<file path="config.mk">
export PLATFORM = sky130hd
export DESIGN_NAME = uart_tx_arbiter
export DESIGN_NICKNAME = d
export VERILOG_FILES = /design/src/rtl/uart_pkg.sv /design/src/rtl/rr_pick.sv /design/src/rtl/uart_tx_arbiter.sv
export SDC_FILE = /design/constraint.sdc
export NUM_CORES = 1
export LEC_CHECK = 0
export ABC_AREA = 1
export BUFFER_PORTS_ARGS = -buffer_cell sky130_fd_sc_hd__buf_2
export CAP_MARGIN = 30
export CORE_MARGIN = 3
export CORE_UTILIZATION = 55
export CTS_BUF_LIST = sky130_fd_sc_hd__clkbuf_8 sky130_fd_sc_hd__clkbuf_16
export DETAILED_ROUTE_END_ITERATION = 16
export GPL_TIMING_DRIVEN = 0
export HOLD_SLACK_MARGIN = 0.05
export PLACE_DENSITY_LB_ADDON = 0.2
export SETUP_SLACK_MARGIN = 0.3
export SLEW_MARGIN = 20
export SYNTH_ARGS = -nofsm -noshare
export SYNTH_HDL_FRONTEND = slang
export SYNTH_HIERARCHICAL = 1
export SYNTH_SLANG_ARGS = --single-unit
</file>
<file path="constraint.sdc">
create_clock -name clk -period 2.26 [get_ports clk]
set_clock_uncertainty 0.15 [all_clocks]
set_input_delay 0.226 -clock clk [delete_from_list [all_inputs] [get_ports clk]]
set_output_delay 0.226 -clock clk [all_outputs]
set_load 0.005 [all_outputs]
</file>
<file path="src/rtl/uart_pkg.sv">
// Shared definitions for the UART transmit arbiter: state encoding, byte width
// and a default requester count.
package uart_pkg;

  localparam int BYTE_W    = 8;
  localparam int DEF_N_REQ = 4;

  typedef enum logic [1:0] {
    ARB_IDLE      = 2'd0,
    ARB_ISSUE     = 2'd1,
    ARB_WAIT_DONE = 2'd2,
    ARB_LOCKED    = 2'd3
  } arb_state_t;

  // Width of a counter that must reach timeout-1; never narrower than one bit.
  function automatic int cnt_width(input int timeout);
    return (timeout > 2) ? $clog2(timeout) : 1;
  endfunction

endpackage

</file>
<file path="src/rtl/rr_pick.sv">
// Combinational round-robin picker: grants the first set request bit found
// scanning ptr+1, ptr+2, ... with wrap modulo N_REQ.
module rr_pick
  import uart_pkg::*;
#(
  parameter int N_REQ = DEF_N_REQ,
  parameter int IDX_W = $clog2(N_REQ)
) (
  input  logic [N_REQ-1:0] req,
  input  logic [IDX_W-1:0] ptr,
  output logic [IDX_W-1:0] grant,
  output logic             any_req
);

  logic [IDX_W-1:0] cand [N_REQ];
  logic [N_REQ-1:0] hit;

  // cand[gi] is the requester examined at scan offset gi+1 from ptr.
  generate
    for (genvar gi = 0; gi < N_REQ; gi++) begin : g_cand
      logic [IDX_W:0] sum;
      assign sum       = {1'b0, ptr} + (IDX_W+1)'(gi + 1);
      assign cand[gi]  = (sum >= (IDX_W+1)'(N_REQ)) ? IDX_W'(sum - (IDX_W+1)'(N_REQ))
                                                    : sum[IDX_W-1:0];
      assign hit[gi]   = req[cand[gi]];
    end
  endgenerate

  always_comb begin
    grant = '0;
    for (int i = N_REQ - 1; i >= 0; i--) begin
      if (hit[i]) grant = cand[i];
    end
  end

  assign any_req = |req;

endmodule

</file>
<file path="src/rtl/uart_tx_arbiter.sv">
// Round-robin scheduler sharing one uart_tx serializer between N_REQ byte
// requesters, with per-owner message locking and an idle-lock timeout.
module uart_tx_arbiter
  import uart_pkg::*;
#(
  parameter int N_REQ        = DEF_N_REQ,
  parameter int IDX_W        = 2,
  parameter int LOCK_TIMEOUT = 1_000_000
) (
  input  logic                    clk,
  input  logic                    rst,
  input  logic [N_REQ-1:0]        req,
  input  logic [BYTE_W*N_REQ-1:0] req_data,
  input  logic [N_REQ-1:0]        req_last,
  output logic [N_REQ-1:0]        ack,
  output logic [N_REQ-1:0]        done,
  output logic [IDX_W-1:0]        owner,
  output logic                    owner_valid,
  output logic                    tx_start,
  output logic [BYTE_W-1:0]       tx_data,
  input  logic                    tx_busy,
  input  logic                    tx_done
);

  localparam int               CNT_W     = cnt_width(LOCK_TIMEOUT);
  localparam logic [CNT_W-1:0] CNT_LAST  = CNT_W'(LOCK_TIMEOUT - 1);
  localparam logic [IDX_W-1:0] PTR_RESET = IDX_W'(N_REQ - 1);

  arb_state_t        state;
  logic [IDX_W-1:0]  ptr;
  logic [CNT_W-1:0]  idle_cnt;
  logic              last_flag;
  logic [IDX_W-1:0]  grant;
  logic              any_req;
  logic [BYTE_W-1:0] req_bytes [N_REQ];

  // Busy is advisory; completion is signalled solely by tx_done.
  logic busy_unused;
  assign busy_unused = tx_busy;

  generate
    for (genvar gi = 0; gi < N_REQ; gi++) begin : g_bytes
      assign req_bytes[gi] = req_data[gi*BYTE_W +: BYTE_W];
    end
  endgenerate

  rr_pick #(
    .N_REQ (N_REQ),
    .IDX_W (IDX_W)
  ) u_pick (
    .req     (req),
    .ptr     (ptr),
    .grant   (grant),
    .any_req (any_req)
  );

  always_ff @(posedge clk) begin
    if (rst) begin
      state       <= ARB_IDLE;
      ptr         <= PTR_RESET;
      idle_cnt    <= '0;
      last_flag   <= 1'b0;
      ack         <= '0;
      done        <= '0;
      owner       <= '0;
      owner_valid <= 1'b0;
      tx_start    <= 1'b0;
      tx_data     <= '0;
    end else begin
      ack      <= '0;
      done     <= '0;
      tx_start <= 1'b0;
      case (state)
        ARB_IDLE: begin
          if (any_req) begin
            owner       <= grant;
            tx_data     <= req_bytes[grant];
            last_flag   <= req_last[grant];
            ack[grant]  <= 1'b1;
            owner_valid <= 1'b1;
            tx_start    <= 1'b1;
            state       <= ARB_ISSUE;
          end
        end
        ARB_ISSUE: begin
          state <= ARB_WAIT_DONE;
        end
        ARB_WAIT_DONE: begin
          if (tx_done) begin
            done[owner] <= 1'b1;
            if (last_flag) begin
              ptr         <= owner;
              owner_valid <= 1'b0;
              state       <= ARB_IDLE;
            end else begin
              idle_cnt <= '0;
              state    <= ARB_LOCKED;
            end
          end
        end
        ARB_LOCKED: begin
          // Only the owner may continue; everyone else waits for release.
          if (req[owner]) begin
            tx_data     <= req_bytes[owner];
            last_flag   <= req_last[owner];
            ack[owner]  <= 1'b1;
            tx_start    <= 1'b1;
            state       <= ARB_ISSUE;
          end else if (idle_cnt == CNT_LAST) begin
            ptr         <= owner;
            owner_valid <= 1'b0;
            state       <= ARB_IDLE;
          end else begin
            idle_cnt <= idle_cnt + CNT_W'(1);
          end
        end
        default: state <= ARB_IDLE;
      endcase
    end
  end

endmodule

</file>
==> metrics.md <==
| Metric | Value |
|---|---|
| CP max stage delay | ~0.37 ns |
| CTS root buf | clkbuf_8 |
| Most frequent cells after synthesis | nand2_1 (173), nor2_1 (71), inv_1 (49), o21ai_0 (46), dfxtp_1 (45) |
| RR Endpoint | ack[1]$_SDFF_PP0_ |
| Worst slew pin tran | 0.728 ns |
| Number of global-route vias before repair | 3814 |
| Starting Density | 57.2% |
| H-tree Lvls | 2 |
| Non-Filler Instances | 735 |
| Hold Path Depth | 3 |
| Die Span X | 84.7 um |
| Antenna-violating nets left | 0 |
| RSZ-0062 raised after global routing | yes |
| Yosys cell types | 32 |
| Seq/Total Area, Yosys | a little over a quarter |
| Synthesized flop and latch total | between 40 and 50 |
| Worst vdd ir | 0.919 mV |
| Top FF cell, synth | dfxtp_1 |
| Tcrit/Tclk final | a little over nine tenths |
| Number of detailed-route iterations in the first pass | 5 |
| Clock transition at the registers of the reported paths | roughly 0.090 ns |
| Clk_lat worst skew | ~0.30 ns |
| Die area | 7180 um^2 |
| Relative slew slack | 51.5% |
| DP Wirelength | 7320 um |
| R2r startpoint | ptr[0]$_SDFFE_PP1P_ |
| Slowest-stage cell, CP | dfxtp_4 |
| Top-count cell post-synth | nand2_1 |
| GRT overflow | 0 |
| Core Area | a little under 6000 um^2 |
| EDFF count, synth | 0 |
| Row cnt | 28 |
| Cts bufs inserted | 5 |
| Synth warnings | 6 |
| Hold worst-path end | ack[2]$_SDFF_PP0_ |
| Crit. End Element | flip-flop |
| Synth top area share | 26.4% |
| Via count | 4176 |
| Routed Wire Length | 10700 um |
| Synth area leader | dfxtp_1 |
| Syn nets | ~630 |
| Final #Nets | 711 |
| WP data arrival | 2.30 ns |
| Area contributors post-synth | dfxtp_1 (26%), nand2_1 (19%), nor2_1 (7.8%), o21ai_0 (6.8%), nand3_1 (6.5%) |
| CTS tree | yes |
| Post-layout util | 72.4% |
| Fin crit period | 2.22 ns |
| Placed cells | 714 |
| Max cap viols | 0 |
| Final setup violation count | 0 |
| Top delay family on crit path | simple AND/OR/NAND/NOR gates |
| All-Layer GR Usage | 28.5% |
| Buffers added on ports | 61 |
| Layout area overhead | 26.4% |
| Hold Path Class | input pin to flip-flop |
| CP Buf/Inv Count | 6 |
| CP max FO | 5 |
| Antenna violations before repair | 0 |
| Post-synth ARST share | 0% |
| CP cell instances | buf_6, nand2_2, o21ai_4, nand2_1, nand2_1, inv_2, nand2_1, nand2_1, nand2_2, nand2_4, buf_6, inv_4, buf_6, buf_6, o32a_1, nor2_1 |
| Gpl congestion | 0.940 |
| Worst reg2reg path depth | 16 |
| Data required, critical path | 2.34 ns |
| 1st-iter DRT viols | approximately 280 |
| Die Ht | roughly 85 um |
| DR WL/cell | 14.6 um |
| Max Root-Sink Buffers | 2 |
| HP Start | req[2] |
| Post-route DRC violation count | 0 |
| Vias per Instance | around 5.7 |
| Number of inserted diodes | 0 |
| Flop-to-flop setup slack | 0.04 ns |
| CP startpoint kind | flip-flop |
| Synthesized cell area | 3410 um^2 |
| Status | complete, no violations |
| First-pass GRT wire length | 17200 um |
| Slew Limit Fails | 0 |
| Io pins | 64 |
| Largest net degree at the start of global routing | 13 |
| Syn Area/Cell | ~5.9 um^2 |
| Hold Fails Final Rpt | 0 |
| Hold-fix buffers, CTS | 0 |
| CTS sink count | 45 |
| Pwr/cell area | 1260 nW/um^2 |
| Pleak | roughly 2.0 nW |
| Critical path class | flip-flop to flip-flop |
| Share of layout cells above drive strength 1 | 27.1% |
| Synth Instances | slightly below 600 |
| F_max | approximately 450 MHz |
routing by layer:
layer	wire, um	track usage [%]	part of all wire, %
met2	5140	49.1	48
met5	0	0	0
met4	340	11.5	3.2
met1	4260	35.6	40
met3	1000	4.32	9.3
metrics by stage:
stage | setup TNS (ns) | hold slack (ns) | total power [mW] | worst slack [ns] | cell area (um^2)
5_1_grt | -1.24 | 0.102 | 5.87 | -0.154 | 4310
3_3_place_gp | 0 | 0.301 | 3.86 | 0.0487 | 3820
6_report | 0 | 0.101 | 5.45 | 0.0437 | 4310
3_5_place_dp | -0.181 | 0.307 | 3.93 | -0.0378 | 3820
4_1_cts | 0 | 0.0900 | 4.73 | 0.144 | 4010
2_1_floorplan | 0 | 0.248 | 3.18 | 0.317 | 3420
worst max-delay path by stage:
stage / from / end / cells after the start
2_1_floorplan: ptr[0]$_SDFFE_PP1P_ / tx_data[0]$_SDFFE_PP0P_ / 19
3_3_place_gp: ptr[1]$_SDFFE_PP1P_ / tx_data[3]$_SDFFE_PP0P_ / 17
3_5_place_dp: ptr[0]$_SDFFE_PP1P_ / tx_data[5]$_SDFFE_PP0P_ / 18
4_1_cts: ptr[0]$_SDFFE_PP1P_ / tx_data[5]$_SDFFE_PP0P_ / 19
5_1_grt: ptr[0]$_SDFFE_PP1P_ / tx_data[7]$_SDFFE_PP0P_ / 15
6_report: ptr[0]$_SDFFE_PP1P_ / ack[1]$_SDFF_PP0_ / 16
state kept, by name, indices dropped and copies added, names as in the netlist:
register	cells
idle_cnt	20
tx_data	8
ack	4
done	4
owner	2
ptr	2
state	2
last_flag	1
owner_valid	1
tx_start	1
cell families (layout without fill, tap and decap cells):
family / Yosys count / count (layout) / synth area share, %
and+or+nand+nor: 332 / 332 / 41.9
xor gates and xnor gates: 4 / 4 / 1.03
AOI/OAI and AO/OA: 109 / 109 / 18.0
adders and majority gates: 6 / 6 / 2.20
DFF: 45 / 45 / 26.4
buffers and inverters: 82 / 164 / 10.4
layout make-up:
class	count	area, um^2
repair buffers	76	472
clock inverters	1	5.00
fillers	500	1650
clock buffers	5	68.8
inverters	55	219
plain buffers	27	208
multi-input cells	451	2330
flip-flops and latches	45	911
well taps	75	93.8
power breakdown:
group          switching [mW]  internal [mW]  total, mW
logic                    2.29           1.58       3.87
clock network           0.280          0.204      0.484
registers               0.127          0.966       1.09
layout by cell type, fill, tap and decap left out, drive strengths merged, types with 6 or more instances in the layout:
cell type | Yosys | final
nand2 | 188 | 188
buf | 12 | 88
nor2 | 73 | 73
inv | 55 | 55
o21ai | 54 | 54
a21oi | 50 | 50
dfxtp | 45 | 45
nand3 | 44 | 44
clkbuf | 15 | 20
nand4 | 17 | 17
ha | 6 | 6
timing repair:
item,4_1_cts,5_1_grt
hold endpoints to repair,0,0
pin swaps,9,23
endpoints found under the setup margin,32,35
resized for setup,32,64
cloned,3,2
setup buffers,3,7
worst register-to-register path: cells and delay by family (launching register included):
family / cells / cell delay [ns]
buffers and inverters: 6 / 0.63
AND/OR/NAND/NOR: 8 / 0.63
AO/OA/AOI/OAI: 2 / 0.38
flip-flops: 1 / 0.37
No activity file was read; power rests on OpenSTA's default activity.
